## config.mk

```make
export PLATFORM = sky130hd
export DESIGN_NAME = div_unit
export DESIGN_NICKNAME = d
export VERILOG_FILES = /design/src/rtl/cpu_pkg.sv /design/src/rtl/div_step.sv /design/src/rtl/div_unit.sv
export SDC_FILE = /design/constraint.sdc
export NUM_CORES = 1
export LEC_CHECK = 0
export CAP_MARGIN = 20
export CELL_PAD_IN_SITES_DETAIL_PLACEMENT = 2
export CELL_PAD_IN_SITES_GLOBAL_PLACEMENT = 2
export CORE_MARGIN = 2
export CORE_UTILIZATION = 32
export CTS_CLUSTER_SIZE = 16
export DETAILED_ROUTE_END_ITERATION = 7
export PLACE_DENSITY = 0.79
export SYNTH_ARGS = -nofsm -noshare
export SYNTH_HDL_FRONTEND = slang
export SYNTH_SLANG_ARGS = --single-unit
```

## constraint.sdc

```tcl
create_clock -name clk -period 4.2 [get_ports clk]
set_clock_uncertainty 0.2 [all_clocks]
set_input_delay 0.42 -clock clk [delete_from_list [all_inputs] [get_ports clk]]
set_output_delay 0.42 -clock clk [all_outputs]
set_load 0.1 [all_outputs]
```

## src/rtl/cpu_pkg.sv

```systemverilog
// Shared CPU definitions.
//   ALUControl codes used by the ALU and by div_unit to pick the operation.
//   Divider FSM state type, plus a helper that recognises divide opcodes.
package cpu_pkg;

    localparam logic [3:0] ALU_AND  = 4'b0000;
    localparam logic [3:0] ALU_OR   = 4'b0001;
    localparam logic [3:0] ALU_ADD  = 4'b0010;
    localparam logic [3:0] ALU_XOR  = 4'b0011;
    localparam logic [3:0] ALU_SLL  = 4'b0100;
    localparam logic [3:0] ALU_SLT  = 4'b0101;
    localparam logic [3:0] ALU_SUB  = 4'b0110;
    localparam logic [3:0] ALU_MUL  = 4'b1010;
    localparam logic [3:0] ALU_DIV  = 4'b1011;
    localparam logic [3:0] ALU_DIVU = 4'b1100;
    localparam logic [3:0] ALU_REM  = 4'b1101;
    localparam logic [3:0] ALU_REMU = 4'b1110;

    typedef enum logic [1:0] {
        DIV_IDLE = 2'd0,
        DIV_CALC = 2'd1,
        DIV_FIX  = 2'd2,
        DIV_DONE = 2'd3
    } div_state_t;

    function automatic logic is_div_op(input logic [3:0] code);
        return (code == ALU_DIV) || (code == ALU_DIVU) ||
               (code == ALU_REM) || (code == ALU_REMU);
    endfunction

endpackage

```

## src/rtl/div_step.sv

```systemverilog
// One restoring-division iteration (combinational).
//   rem, quo  : current partial remainder and dividend/quotient shift register
//   divisor   : divisor magnitude
//   rem_next, quo_next : values after shifting {rem,quo} left and trial-subtracting
module div_step #(
    parameter int unsigned XLEN = 32
) (
    input  logic [XLEN-1:0] rem,
    input  logic [XLEN-1:0] quo,
    input  logic [XLEN-1:0] divisor,
    output logic [XLEN-1:0] rem_next,
    output logic [XLEN-1:0] quo_next
);

    logic [XLEN:0]   shifted;
    logic [XLEN-1:0] diff;
    logic            take;

    always_comb begin
        shifted = {rem, quo[XLEN-1]};
        take    = (shifted >= {1'b0, divisor});
        // When take is set the true difference is below divisor, so the
        // low XLEN bits of the subtraction are exact.
        diff    = shifted[XLEN-1:0] - divisor;
        rem_next = take ? diff : shifted[XLEN-1:0];
        quo_next = {quo[XLEN-2:0], take};
    end

endmodule

```

## src/rtl/div_unit.sv

```systemverilog
// Multi-cycle iterative divider for DIV/DIVU/REM/REMU.
//   clk, reset : clock, asynchronous active-high reset
//   start, op  : one-cycle request and ALUControl code (accepted only in IDLE)
//   a, b       : dividend, divisor
//   flush      : abort any in-flight operation (beats a same-cycle start)
//   busy       : high while an accepted operation is in flight, through done
//   done       : one-cycle pulse, result valid
//   result     : quotient or remainder, held until the next completion
module div_unit
    import cpu_pkg::*;
#(
    parameter int unsigned XLEN  = 32,
    parameter int unsigned CNT_W = 6
) (
    input  logic            clk,
    input  logic            reset,
    input  logic            start,
    input  logic [3:0]      op,
    input  logic [XLEN-1:0] a,
    input  logic [XLEN-1:0] b,
    input  logic            flush,
    output logic            busy,
    output logic            done,
    output logic [XLEN-1:0] result
);

    localparam logic [XLEN-1:0]  MIN_NEG   = {1'b1, {(XLEN-1){1'b0}}};
    localparam logic [CNT_W-1:0] LAST_ITER = CNT_W'(XLEN - 1);

    div_state_t state, state_next;

    logic [XLEN-1:0]  rem_q, quo_q, dvsr_q;
    logic [XLEN-1:0]  rem_step, quo_step;
    logic [CNT_W-1:0] cnt;
    logic             op_rem, q_neg, r_neg;

    logic            accept, sgn, is_rem, a_neg, b_neg, special;
    logic [XLEN-1:0] a_mag, b_mag, spec_quo, spec_rem, fix_quo, fix_rem;

    always_comb begin
        accept   = (state == DIV_IDLE) && start && is_div_op(op) && !flush;
        sgn      = (op == ALU_DIV) || (op == ALU_REM);
        is_rem   = (op == ALU_REM) || (op == ALU_REMU);
        a_neg    = sgn && a[XLEN-1];
        b_neg    = sgn && b[XLEN-1];
        a_mag    = a_neg ? -a : a;
        b_mag    = b_neg ? -b : b;
        special  = (b == '0) || (sgn && (a == MIN_NEG) && (b == '1));
        spec_quo = (b == '0) ? '1 : MIN_NEG;
        spec_rem = (b == '0) ? a  : '0;
        fix_quo  = q_neg ? -quo_q : quo_q;
        fix_rem  = r_neg ? -rem_q : rem_q;
    end

    div_step #(.XLEN(XLEN)) u_step (
        .rem      (rem_q),
        .quo      (quo_q),
        .divisor  (dvsr_q),
        .rem_next (rem_step),
        .quo_next (quo_step)
    );

    // State register
    always_ff @(posedge clk or posedge reset) begin
        if (reset) state <= DIV_IDLE;
        else       state <= state_next;
    end

    // Next-state logic
    always_comb begin
        state_next = state;
        if (flush) begin
            state_next = DIV_IDLE;
        end else begin
            unique case (state)
                DIV_IDLE: if (accept) state_next = special ? DIV_DONE : DIV_CALC;
                DIV_CALC: if (cnt == LAST_ITER) state_next = DIV_FIX;
                DIV_FIX:  state_next = DIV_DONE;
                DIV_DONE: state_next = DIV_IDLE;
                default:  state_next = DIV_IDLE;
            endcase
        end
    end

    // Outputs
    always_comb begin
        busy = (state != DIV_IDLE);
        done = (state == DIV_DONE);
    end

    // Datapath; result is only written on the way into DONE
    always_ff @(posedge clk or posedge reset) begin
        if (reset) begin
            rem_q  <= '0;
            quo_q  <= '0;
            dvsr_q <= '0;
            cnt    <= '0;
            op_rem <= 1'b0;
            q_neg  <= 1'b0;
            r_neg  <= 1'b0;
            result <= '0;
        end else if (accept) begin
            rem_q  <= '0;
            quo_q  <= a_mag;
            dvsr_q <= b_mag;
            cnt    <= '0;
            op_rem <= is_rem;
            q_neg  <= a_neg ^ b_neg;
            r_neg  <= a_neg;
            if (special) result <= is_rem ? spec_rem : spec_quo;
        end else if (!flush && state == DIV_CALC) begin
            rem_q <= rem_step;
            quo_q <= quo_step;
            cnt   <= cnt + CNT_W'(1);
        end else if (!flush && state == DIV_FIX) begin
            result <= op_rem ? fix_rem : fix_quo;
        end
    end

endmodule

```

======== After elaboration in Yosys (flattened, before gate mapping) ========
Cells that the tools add are included.
storage, ports and cells
  bits in registers ....................... 139
  bits in latches ......................... 0
  bits in writable memories ............... 0
  bits in read-only memories .............. 0
  bits of input ports ..................... 72
  output and inout port bits .............. 34
  logic and storage cells ................. 78
  memories kept ........................... 0
operators by class
  add/sub/neg operators ................... 6
  $mul .................................... 0
  div/mod/pow operators ................... 0
  magnitude comparators ................... 1
  equality and inequality tests ........... 14
  shift operators ......................... 0
  muxes and demuxes ....................... 24
  bitwise gates (word level) .............. 1
  reductions and logical operators ........ 23
operators by type and width
  kind                                                                     count
  32-bit 2-to-1 mux                                                        16
  32-bit negation                                                          4
  32-bit == test, second input constant                                    2
  33-bit by 32-bit greater-or-equal comparator with 1-bit output           1
  32-bit logical NOT                                                       1
  32-bit subtractor                                                        1
  31-bit 2-to-1 mux                                                        1
  4-bit == test, second input constant                                     4
  6-bit 2-to-1 mux                                                         2
  1-bit logical AND                                                        9
  2-bit 2-to-1 mux                                                         4
  2-bit case mux with 4 select lines                                       1
  6-bit by 1-bit adder with 6-bit output, second input constant            1
  6-bit by 5-bit == test with 1-bit output, second input constant          1
  1-bit logical OR                                                         6
  3-bit inequality test, second input constant                             2
  2-bit nonzero test                                                       3
  2-bit == test, second input constant                                     2
  3-bit AND reduction                                                      1
  2-bit by 1-bit == test with 1-bit output, second input constant          1
  2-bit logical NOT                                                        1
  2-bit by 1-bit inequality test with 1-bit output, second input constant  1
  2-bit inequality test, second input constant                             1
  2-bit AND reduction                                                      1
  2 further kinds                                                          2

======== Longest topological paths before layout ========
Gate-level depths: netlist of the first run.
  word-level depth ........................ 9
  gate-level depth with buffers ........... 13
  gate-level depth less buffers ........... 13

======== Cells and area by module ========
From an unflattened synthesis of the first run, not the netlist that was laid out.
unflattened totals
  cells, all modules ...................... 1,445
  area total of the unflattened synthesis .. 11,772.5 µm²
modules (own cells, without submodules)
  module    instances  cells an instance  area an instance (µm²)  sequential area each (µm²)
  div_unit  1          1,083              9,141.3                 3,478.3
  div_step  1          362                2,631.3                 0.0

======== Worst setup path before layout of the first run ========
OpenSTA, ideal clock, no wires.
  kind .................................... register to register
  start ................................... reg rem_q[0]
  end ..................................... reg rem_q[1]
  setup time .............................. 0.136 ns
  data arrival time ....................... 2.600 ns
  data required time ...................... 3.864 ns
  setup slack ............................. 1.264 ns
  cell stages (with the launch flop) ...... 12
  path buffers ............................ 1
  clock period less this slack ............ 2.936 ns
  path through ............................ dfrtp_1 > ha_1 > nor2b_1 > o31ai_1 > a21oi_1 > a211oi_2 > o31a_2 > o311ai_1 > a21oi_2 > buf_2 > mux2i_1 > o22ai_1
on the way
  longest elaborated chain between the ends .. 4
  elaborated cells on any way between the ends .. 5
  those cells by class .................... add/sub: 1; order compare: 1; mux: 3
ends and longest elaborated chain
  item                                                                                                        line                            source
  start, declared                                                                                             div_unit.sv:32                  logic [XLEN-1:0] rem_q, quo_q, dvsr_q;
  start signal, assigned                                                                                      div_unit.sv:112                 rem_q <= rem_step;
  32-bit subtractor / 33-bit by 32-bit greater-or-equal comparator with 1-bit output (equally long branches)  div_step.sv:24, div_step.sv:21
  32-bit 2-to-1 mux *                                                                                         div_step.sv:25                  rem_next = take ? diff : shifted[XLEN-1:0];
  32-bit 2-to-1 mux *                                                                                         div_unit.sv:111                 end else if (!flush && state == DIV_CALC) begin
  32-bit 2-to-1 mux *                                                                                         div_unit.sv:102                 end else if (accept) begin
Every way passes the cells marked *; elsewhere a longest branch is shown, timed or not. The select of a mux whose other input is x is not followed.
A chain may end at the register's enable or synchronous reset.

======== Worst setup path in the final report of the first run ========
  start ................................... reg rem_q[5]
  end ..................................... reg rem_q[9]
The elaborated chain is that of the path after synthesis.

==> results of run 1 <==
==> where the power goes <==
part,internal [mW],total [mW],switching (mW)
clock network,0.954,1.62,0.667
logic,1.55,4.86,3.30
registers,1.83,2.39,0.555
==> cells by family (layout without fill, tap and decap cells) <==
kind of cell / after synthesis / count (layout) / share of synthesized area, %
adder cells (fa/ha/maj): 44 / 44 / 5.14
multiplexers: 28 / 28 / 2.58
AO/OA/AOI/OAI: 417 / 417 / 24.6
buffers and inverters: 133 / 224 / 4.83
XOR/XNOR: 155 / 155 / 12.5
AND/OR/NAND/NOR: 417 / 417 / 18.4
flip-flops: 139 / 139 / 32.0
==> path summary, 6_finish.rpt <==
| check | from | endpoint | slack, ps | cells after the start |
|---|---|---|---|---|
| worst max-delay path | rem_q[5]$_DFFE_PP0P_ | rem_q[9]$_DFFE_PP0P_ | 510 | 11 |
| worst min-delay path | reset | rem_q[1]$_DFFE_PP0P_ | 250 | 3 |
| worst max register to register | rem_q[5]$_DFFE_PP0P_ | rem_q[9]$_DFFE_PP0P_ | 510 | 11 |
| worst min register to register | dvsr_q[30]$_DFFE_PP0P_ | dvsr_q[30]$_DFFE_PP0P_ | 280 | 2 |
| max in group asynchronous | reset | result[24]$_DFFE_PP0P_ | 2880 | 3 |
| min in group clk | dvsr_q[30]$_DFFE_PP0P_ | dvsr_q[30]$_DFFE_PP0P_ | 280 | 2 |
==> synthesized netlist by cell type (19+ instances only) <==
master and n:
a21oi_1 70, a31oi_1 24, clkbuf_1 62, dfrtp_1 139, ha_1 43, inv_1 56
mux2i_1 28, nand2_1 163, nand3_1 21, nand4_1 19, nor2_1 110, o211ai_1 29
o21ai_0 127, o22ai_1 23, o31ai_1 31, xnor2_1 72, xor2_1 83
==> worst max-delay path, delay by kind of cell (launching register included) <==
kind	cells	cell delay, ps
multiplexers	1	230
buffers and inverters	1	270
AND/OR/NAND/NOR	1	240
AO/OA/AOI/OAI	7	1620
adder cells (fa/ha/maj)	1	430
flip-flops	1	520
==> flip-flops by register name (all words and copies together) (netlist names), 2 cells and up <==
| signal | flops |
|---|---|
| cnt | 6 |
| dvsr_q | 32 |
| quo_q | 32 |
| rem_q | 32 |
| result | 32 |
| state | 2 |
==> metal layers <==
| layer | wire length [um] | part of all wire, % |
|---|---|---|
| met5 | 13 | 0.030 |
| met4 | 1280 | 2.9 |
| met2 | 20800 | 48 |
| met1 | 19300 | 45 |
| met3 | 1930 | 4.5 |
==> metrics by stage <==
stage / area, um2 / setup slack, ps / utilization, % / std cells
2_1_floorplan: 10900 / 1260 / - / 1333
3_3_place_gp: 12400 / 461 / 37.2 / 1839
3_5_place_dp: 12500 / 336 / 37.3 / 1840
4_1_cts: 13100 / 559 / 39.1 / 1872
5_1_grt: 13100 / 332 / 39.1 / 1872
6_report: 13100 / 511 / 39.1 / 1872
==> layout make-up <==
class	count	area (um2)	area share (%)
sequential	139	3480	26.6
timing repair buffer	134	1340	10.2
tap	448	561	4.28
inverter	58	221	1.69
clock buffer	19	443	3.39
clock inverter	13	168	1.28
multi-input combinational	1061	6870	52.5
==> results.cfg, run 1 <==
[status]
status = completed

[drt]
vias = 10900
firstDrtPassIters = 5
vias_per_cell = 5.81
ant_nets = 0
drc = 0
wire_per_inst_um = 23.1
drt_wl_total_um = 43300
drt_iter0_drc = 635

[grt]
grt_max_degree = 87
use_met3_pct = 3.41
grt.busiest_layer = met2
grtUsageMet1_pct = 31.9
antenna_found_initial = 1
met2_usage_pct = 42.1
grt_pass1_vias = 11800
grt_usage_pct = 24.7
gr-total-overflow = 0
grt_pass1_wl_um = 68400

[worst_hold_path]
min_path_type = in -> async

[power]
p_leak_nw = 5.43
p_per_area_mw_per_mm2 = 678
vdd_drop_max_mv = 0.438
power_mw = 8.86

[cells_and_area]
diodes = 0
layout.cells.most_common = nand2_1
num-nets-final = 1527
synthToLayoutAreaGrowth_pct = 20.5
layout_common_cells = nand2_1 (163), dfrtp_1 (139), o21ai_0 (127)
num-fill-cells = 3741
layout-drive-gt1-share_pct = 6.39

[synthesis]
synth_largest_area_cell = dfrtp_1
synth_ff_type = dfrtp_1
synth_area_leaders = dfrtp_1 (32%), xor2_1 (6.7%), o21ai_0 (5.9%)
synth_warnings = 0
syn-num-nets = 1449
syn_avg_cell_area_um2 = 8.15
yosysSeqAreaShare_pct = 32.0
ys_ff_latch = 139
synthCells = 1333
netlist.area_leader.share_pct = 32.0
yosysUniqueCellTypes = 72
netlist_area_mm2 = 0.0109
synth-edff-count = 0
async_reset_ff_share_pct = 100

[floorplanning]
dieArea_mm2 = 0.0354
chipHeight_um = 188
core_area_mm2 = 0.0334
die_w_um = 188
rows = 67
ios = 106
start_util_pct = 32.5

[job]
cap_violations = 0

[timing]
fmax_ghz = 0.271
tns_ps = 0
tightest_slew_ps = 1020
setup_viol = 0
period_needed_ps = 3690
maxSlewHeadroom_pct = 31.8
holdWs_ps = 253
rsz0062_at_grt = no
finalCritPeriodShare_pct = 87.8
slew_viol_final = 0
hold_viol_final = 0

[clock_network]
hold_buffers = 0
clk-insertion-delay-late_ps = 450
cts_made_buffers = 17
cts_root_buf = clkbuf_16
ctsLongestPathBuffers = 2
cts.htree.levels = 4
cts_num_sinks = 139
clk_pin_slew_ps = 60
cts_setup_buffers = 0
ctsResizeCount = 0
cts_tree = done

[worst_setup_path]
slowest_stage = dfrtp_1
cp.arrival_ps = 3770
crit_chain = ha_1, and3_1, o211ai_1, a21oi_1, a211oi_2, o31a_2, o311ai_1, a21oi_4, buf_12, mux2i_1, o21ai_0
criticalPathCategory = reg -> reg
crit_required_ps = 4280
cp-start-kind = flop
path_max_fanout = 25
cp-end-kind = flop
max_stage_delay_ps = 520

[placement]
io_buffers = 105
dpl.hpwl_um = 32300
gp_congestion = 0.878
No activity file was read; power rests on OpenSTA's default activity.
==> inputs of run 2 (changes only) <==
--- a/config.mk
+++ b/config.mk
@@ -12,7 +12,7 @@
 export CORE_UTILIZATION = 32
 export CTS_CLUSTER_SIZE = 16
 export DETAILED_ROUTE_END_ITERATION = 7
-export PLACE_DENSITY = 0.79
+export PLACE_DENSITY = 0.82
 export SYNTH_ARGS = -nofsm -noshare
 export SYNTH_HDL_FRONTEND = slang
 export SYNTH_SLANG_ARGS = --single-unit
==> results.cfg, run 2 (synthesized netlist as in run 1, its figures left out) <==
[worst_setup_path]
cp-end-kind = flop
path_max_fanout = 27
criticalPathCategory = reg -> reg
rr_startpoint = rem_q[4]$_DFFE_PP0P_
rr_worst_depth = 11
crit_chain = ha_1, and3_1, o211ai_1, a21oi_1, a211oi_2, o31a_2, o311ai_1, a21oi_4, buf_12, mux2i_1, o21ai_0
cp.arrival_ps = 3890
slowest_stage = o311ai_1
timing.rr.end = rem_q[2]$_DFFE_PP0P_
reg2reg_slack_ps = 440
cp.buffers_inverters = 1
max_stage_delay_ps = 510
critical-path-top-delay-family = compound AO/OA/AOI/OAI gates
crit_required_ps = 4330
cp-start-kind = flop

[power]
p_per_area_mw_per_mm2 = 682
p_leak_nw = 5.40
vdd_drop_max_mv = 0.478

[clock_network]
cts_num_sinks = 139
cts_made_buffers = 17
ctsResizeCount = 0
cts_root_buf = clkbuf_16
cts_setup_buffers = 0
hold_buffers = 0
cts_tree = done
cts.htree.levels = 4
clk_pin_slew_ps = 70
ctsLongestPathBuffers = 2
clk-insertion-delay-late_ps = 460

[drt]
drt_wl_total_um = 42900
ant_nets = 0
wire_per_inst_um = 23.0
vias_per_cell = 5.75
drc = 0
vias = 10800
drt_iter0_drc = 472
firstDrtPassIters = 5

[timing]
setup_slack_ps = 444
period_needed_ps = 3760
maxSlewHeadroom_pct = 31.2
hold_viol_final = 0
fmax_ghz = 0.266
tns_ps = 0
tightest_slew_ps = 1030
slew_viol_final = 0
setup_viol = 0
rsz0062_at_grt = no
finalCritPeriodShare_pct = 89.4

[cells_and_area]
num-nets-final = 1524
num-fill-cells = 3730
final_cell_count_no_fill = 1869
diodes = 0
layout.cells.most_common = nand2_1
layout_common_cells = nand2_1 (163), dfrtp_1 (139), o21ai_0 (127)
layout-drive-gt1-share_pct = 6.19
synthToLayoutAreaGrowth_pct = 20.0

[grt]
antenna_found_initial = 0
grt_pass1_wl_um = 67600
grt_max_degree = 113
grt_usage_pct = 24.5
gr-total-overflow = 0
grt_pass1_vias = 11400

[status]
status = completed

[placement]
place_ws_ps = 225
io_buffers = 105
dpl.hpwl_um = 31800
gp_congestion = 0.847
dp_cells = 1837

[floorplanning]
die_w_um = 188
dieArea_mm2 = 0.0354
chipHeight_um = 188
core_area_mm2 = 0.0334
ios = 106
rows = 67
start_util_pct = 32.5

[worst_hold_path]
min_path_type = in -> async

[job]
cap_violations = 0
-- run 2: cell types whose count changed in the layout (fill, tap and decap cells not counted) --
cell,previous run,this run
buf_4,24,22
clkinv_2,2,3
clkbuf_8,1,0
buf_16,1,0
clkinv_4,4,3
clkinvlp_4,3,4
-- run 2: per-stage QoR --
step                      cell area [um2]  hold slack (ps)  utilization (%)  power, mW
after global routing                13000              279             39.0       9.41
after detailed placement            12400              272             37.2       7.18
after floorplan                     10900              250                -       5.67
after global placement              12400              264             37.2       6.97
final                               13000              229             39.0       8.89
after CTS                           13000              231             39.0       8.91
-- run 2: metal layers --
layer	wire, um	track usage [%]	vias to the layer above
met2	21200	42.1	217
met5	0	0	-
met1	19300	31.7	5527
li1	-	-	4957
met4	945	7.78	0
met3	1480	3.52	55
-- run 2: power breakdown --
part           internal (mW)  leakage (nW)  switching, mW
sequential              1.83          1.76          0.555
clock                  0.936         0.287          0.673
combinational           1.55          3.35           3.34
total                   4.32          5.40           4.57
-- run 2: final cells by class --
class | instances | area, um2 | share of cell area [%]
sequential | 139 | 3480 | 26.7
multi-input combinational | 1061 | 6870 | 52.8
tap | 448 | 561 | 4.30
clock inverter | 14 | 171 | 1.32
timing repair buffer | 131 | 1300 | 9.95
inverter | 58 | 221 | 1.70
clock buffer | 18 | 429 | 3.29
-- run 2: how the worst max path moves through the flow --
| stage | startpoint | endpoint | slack, ps | cells after the start |
|---|---|---|---|---|
| 6_report | rem_q[4]$_DFFE_PP0P_ | rem_q[2]$_DFFE_PP0P_ | 440 | 11 |
| 5_1_grt | rem_q[0]$_DFFE_PP0P_ | rem_q[4]$_DFFE_PP0P_ | 250 | 11 |
| 4_1_cts | rem_q[4]$_DFFE_PP0P_ | rem_q[2]$_DFFE_PP0P_ | 430 | 11 |
| 3_5_place_dp | b[3] | result[31]$_DFFE_PP0P_ | 220 | 9 |
| 3_3_place_gp | b[6] | result[31]$_DFFE_PP0P_ | 520 | 9 |
| 2_1_floorplan | rem_q[0]$_DFFE_PP0P_ | rem_q[1]$_DFFE_PP0P_ | 1260 | 11 |
==> inputs of run 3 (changes only) <==
--- a/config.mk
+++ b/config.mk
@@ -12,7 +12,7 @@
 export CORE_UTILIZATION = 32
 export CTS_CLUSTER_SIZE = 16
 export DETAILED_ROUTE_END_ITERATION = 7
-export PLACE_DENSITY = 0.82
+export PLACE_DENSITY = 0.8
 export SYNTH_ARGS = -nofsm -noshare
 export SYNTH_HDL_FRONTEND = slang
 export SYNTH_SLANG_ARGS = --single-unit
==> results.cfg, run 3 (synthesized netlist as in run 1, its figures left out) <==
[worst_setup_path]
rr_startpoint = rem_q[16]$_DFFE_PP0P_
crit_required_ps = 4340
rr_worst_depth = 11
cp-end-kind = flop
path_max_fanout = 34
criticalPathCategory = reg -> reg
startpoint = rem_q[16]$_DFFE_PP0P_
cp.arrival_ps = 3870
cp-start-kind = flop

[floorplanning]
chipHeight_um = 188
die_w_um = 188
dieArea_mm2 = 0.0354
ios = 106
start_util_pct = 32.5
core_area_mm2 = 0.0334
rows = 67

[timing]
finalCritPeriodShare_pct = 88.8
setup_viol = 0
tightest_slew_ps = 1060
slew_viol_final = 0
fmax_ghz = 0.268
hold_viol_final = 0
tns_ps = 0
rsz0062_at_grt = no
maxSlewHeadroom_pct = 28.9
period_needed_ps = 3730

[clock_network]
ctsResizeCount = 0
cts_num_sinks = 139
cts_setup_buffers = 0
clk-insertion-delay-late_ps = 440
ctsLongestPathBuffers = 2
cts_root_buf = clkbuf_16
hold_buffers = 0
cts_made_buffers = 17
clk_pin_slew_ps = 70
cts_tree = done
cts.htree.levels = 4

[cells_and_area]
layout.cells.most_common = nand2_1
num-nets-final = 1525
diodes = 0
synthToLayoutAreaGrowth_pct = 21.0
layout_common_cells = nand2_1 (163), dfrtp_1 (139), o21ai_0 (127)
layout-drive-gt1-share_pct = 6.26

[placement]
gp_congestion = 0.850
dpl.hpwl_um = 31700
io_buffers = 105

[drt]
firstDrtPassIters = 5
vias = 10800
ant_nets = 0
drc = 0
wire_per_inst_um = 23.0
drt_wl_total_um = 43000
vias_per_cell = 5.76
drt_iter0_drc = 629

[grt]
antenna_found_initial = 0
grt_usage_pct = 24.6
grt_pass1_wl_um = 68000
gr-total-overflow = 0
grt_pass1_vias = 11600
grt_max_degree = 69

[worst_hold_path]
min_path_type = in -> async

[power]
power_mw = 9.05
p_leak_nw = 5.46
vdd_drop_max_mv = 0.343
p_per_area_mw_per_mm2 = 689

[status]
status = completed

[job]
cap_violations = 0
==> run 3: worst max-delay path: stages (launching register included) <==
cell	delay (ps)
dfrtp_1	490
ha_1	510
nand4_1	230
nor2_1	230
nand4_1	140
nor4_1	450
nor2_1	140
a21oi_1	290
a21oi_4	100
buf_12	210
nand2b_1	320
o21ai_0	300
==> run 3: layer usage <==
layer	share of wire, %	vias to the layer above	global-route usage [%]
li1	-	4954	-
met3	3.4	62	2.91
met4	2.4	0	8.27
met2	49	237	41.6
met1	46	5512	32.7
met5	0	-	0
==> run 3: final cells by class <==
cell class | instances | area (um2)
tap | 448 | 561
inverter | 58 | 221
fill | 3767 | 20300
multi-input combinational | 1061 | 6870
timing repair buffer | 132 | 1320
sequential | 139 | 3480
clock buffer | 20 | 457
clock inverter | 12 | 231
==> run 3: worst paths after layout <==
check | end | slack, ps
worst max-delay path | rem_q[31]$_DFFE_PP0P_ | 470
worst min-delay path | dvsr_q[7]$_DFFE_PP0P_ | 270
worst max register to register | rem_q[31]$_DFFE_PP0P_ | 470
worst min register to register | dvsr_q[23]$_DFFE_PP0P_ | 280
max in group asynchronous | quo_q[25]$_DFFE_PP0P_ | 2680
min in group clk | dvsr_q[23]$_DFFE_PP0P_ | 280
==> run 3: power by group <==
part	switching, mW	internal (mW)	total (mW)
logic	3.29	1.55	4.84
registers	0.555	1.83	2.39
clock network	0.673	1.16	1.83
==> run 3: metrics by stage <==
| step | instance area (um2) | worst slack, ps | util (%) | instances | hold slack, ps |
|---|---|---|---|---|---|
| floorplan | 10900 | 1260 | - | 1333 | 250 |
| global placement | 12500 | 565 | 37.2 | 1838 | 262 |
| detailed placement | 12500 | 386 | 37.2 | 1838 | 270 |
| CTS | 13100 | 479 | 39.3 | 1870 | 286 |
| global route | 13100 | 257 | 39.3 | 1870 | 293 |
| finish | 13100 | 472 | 39.3 | 1870 | 274 |
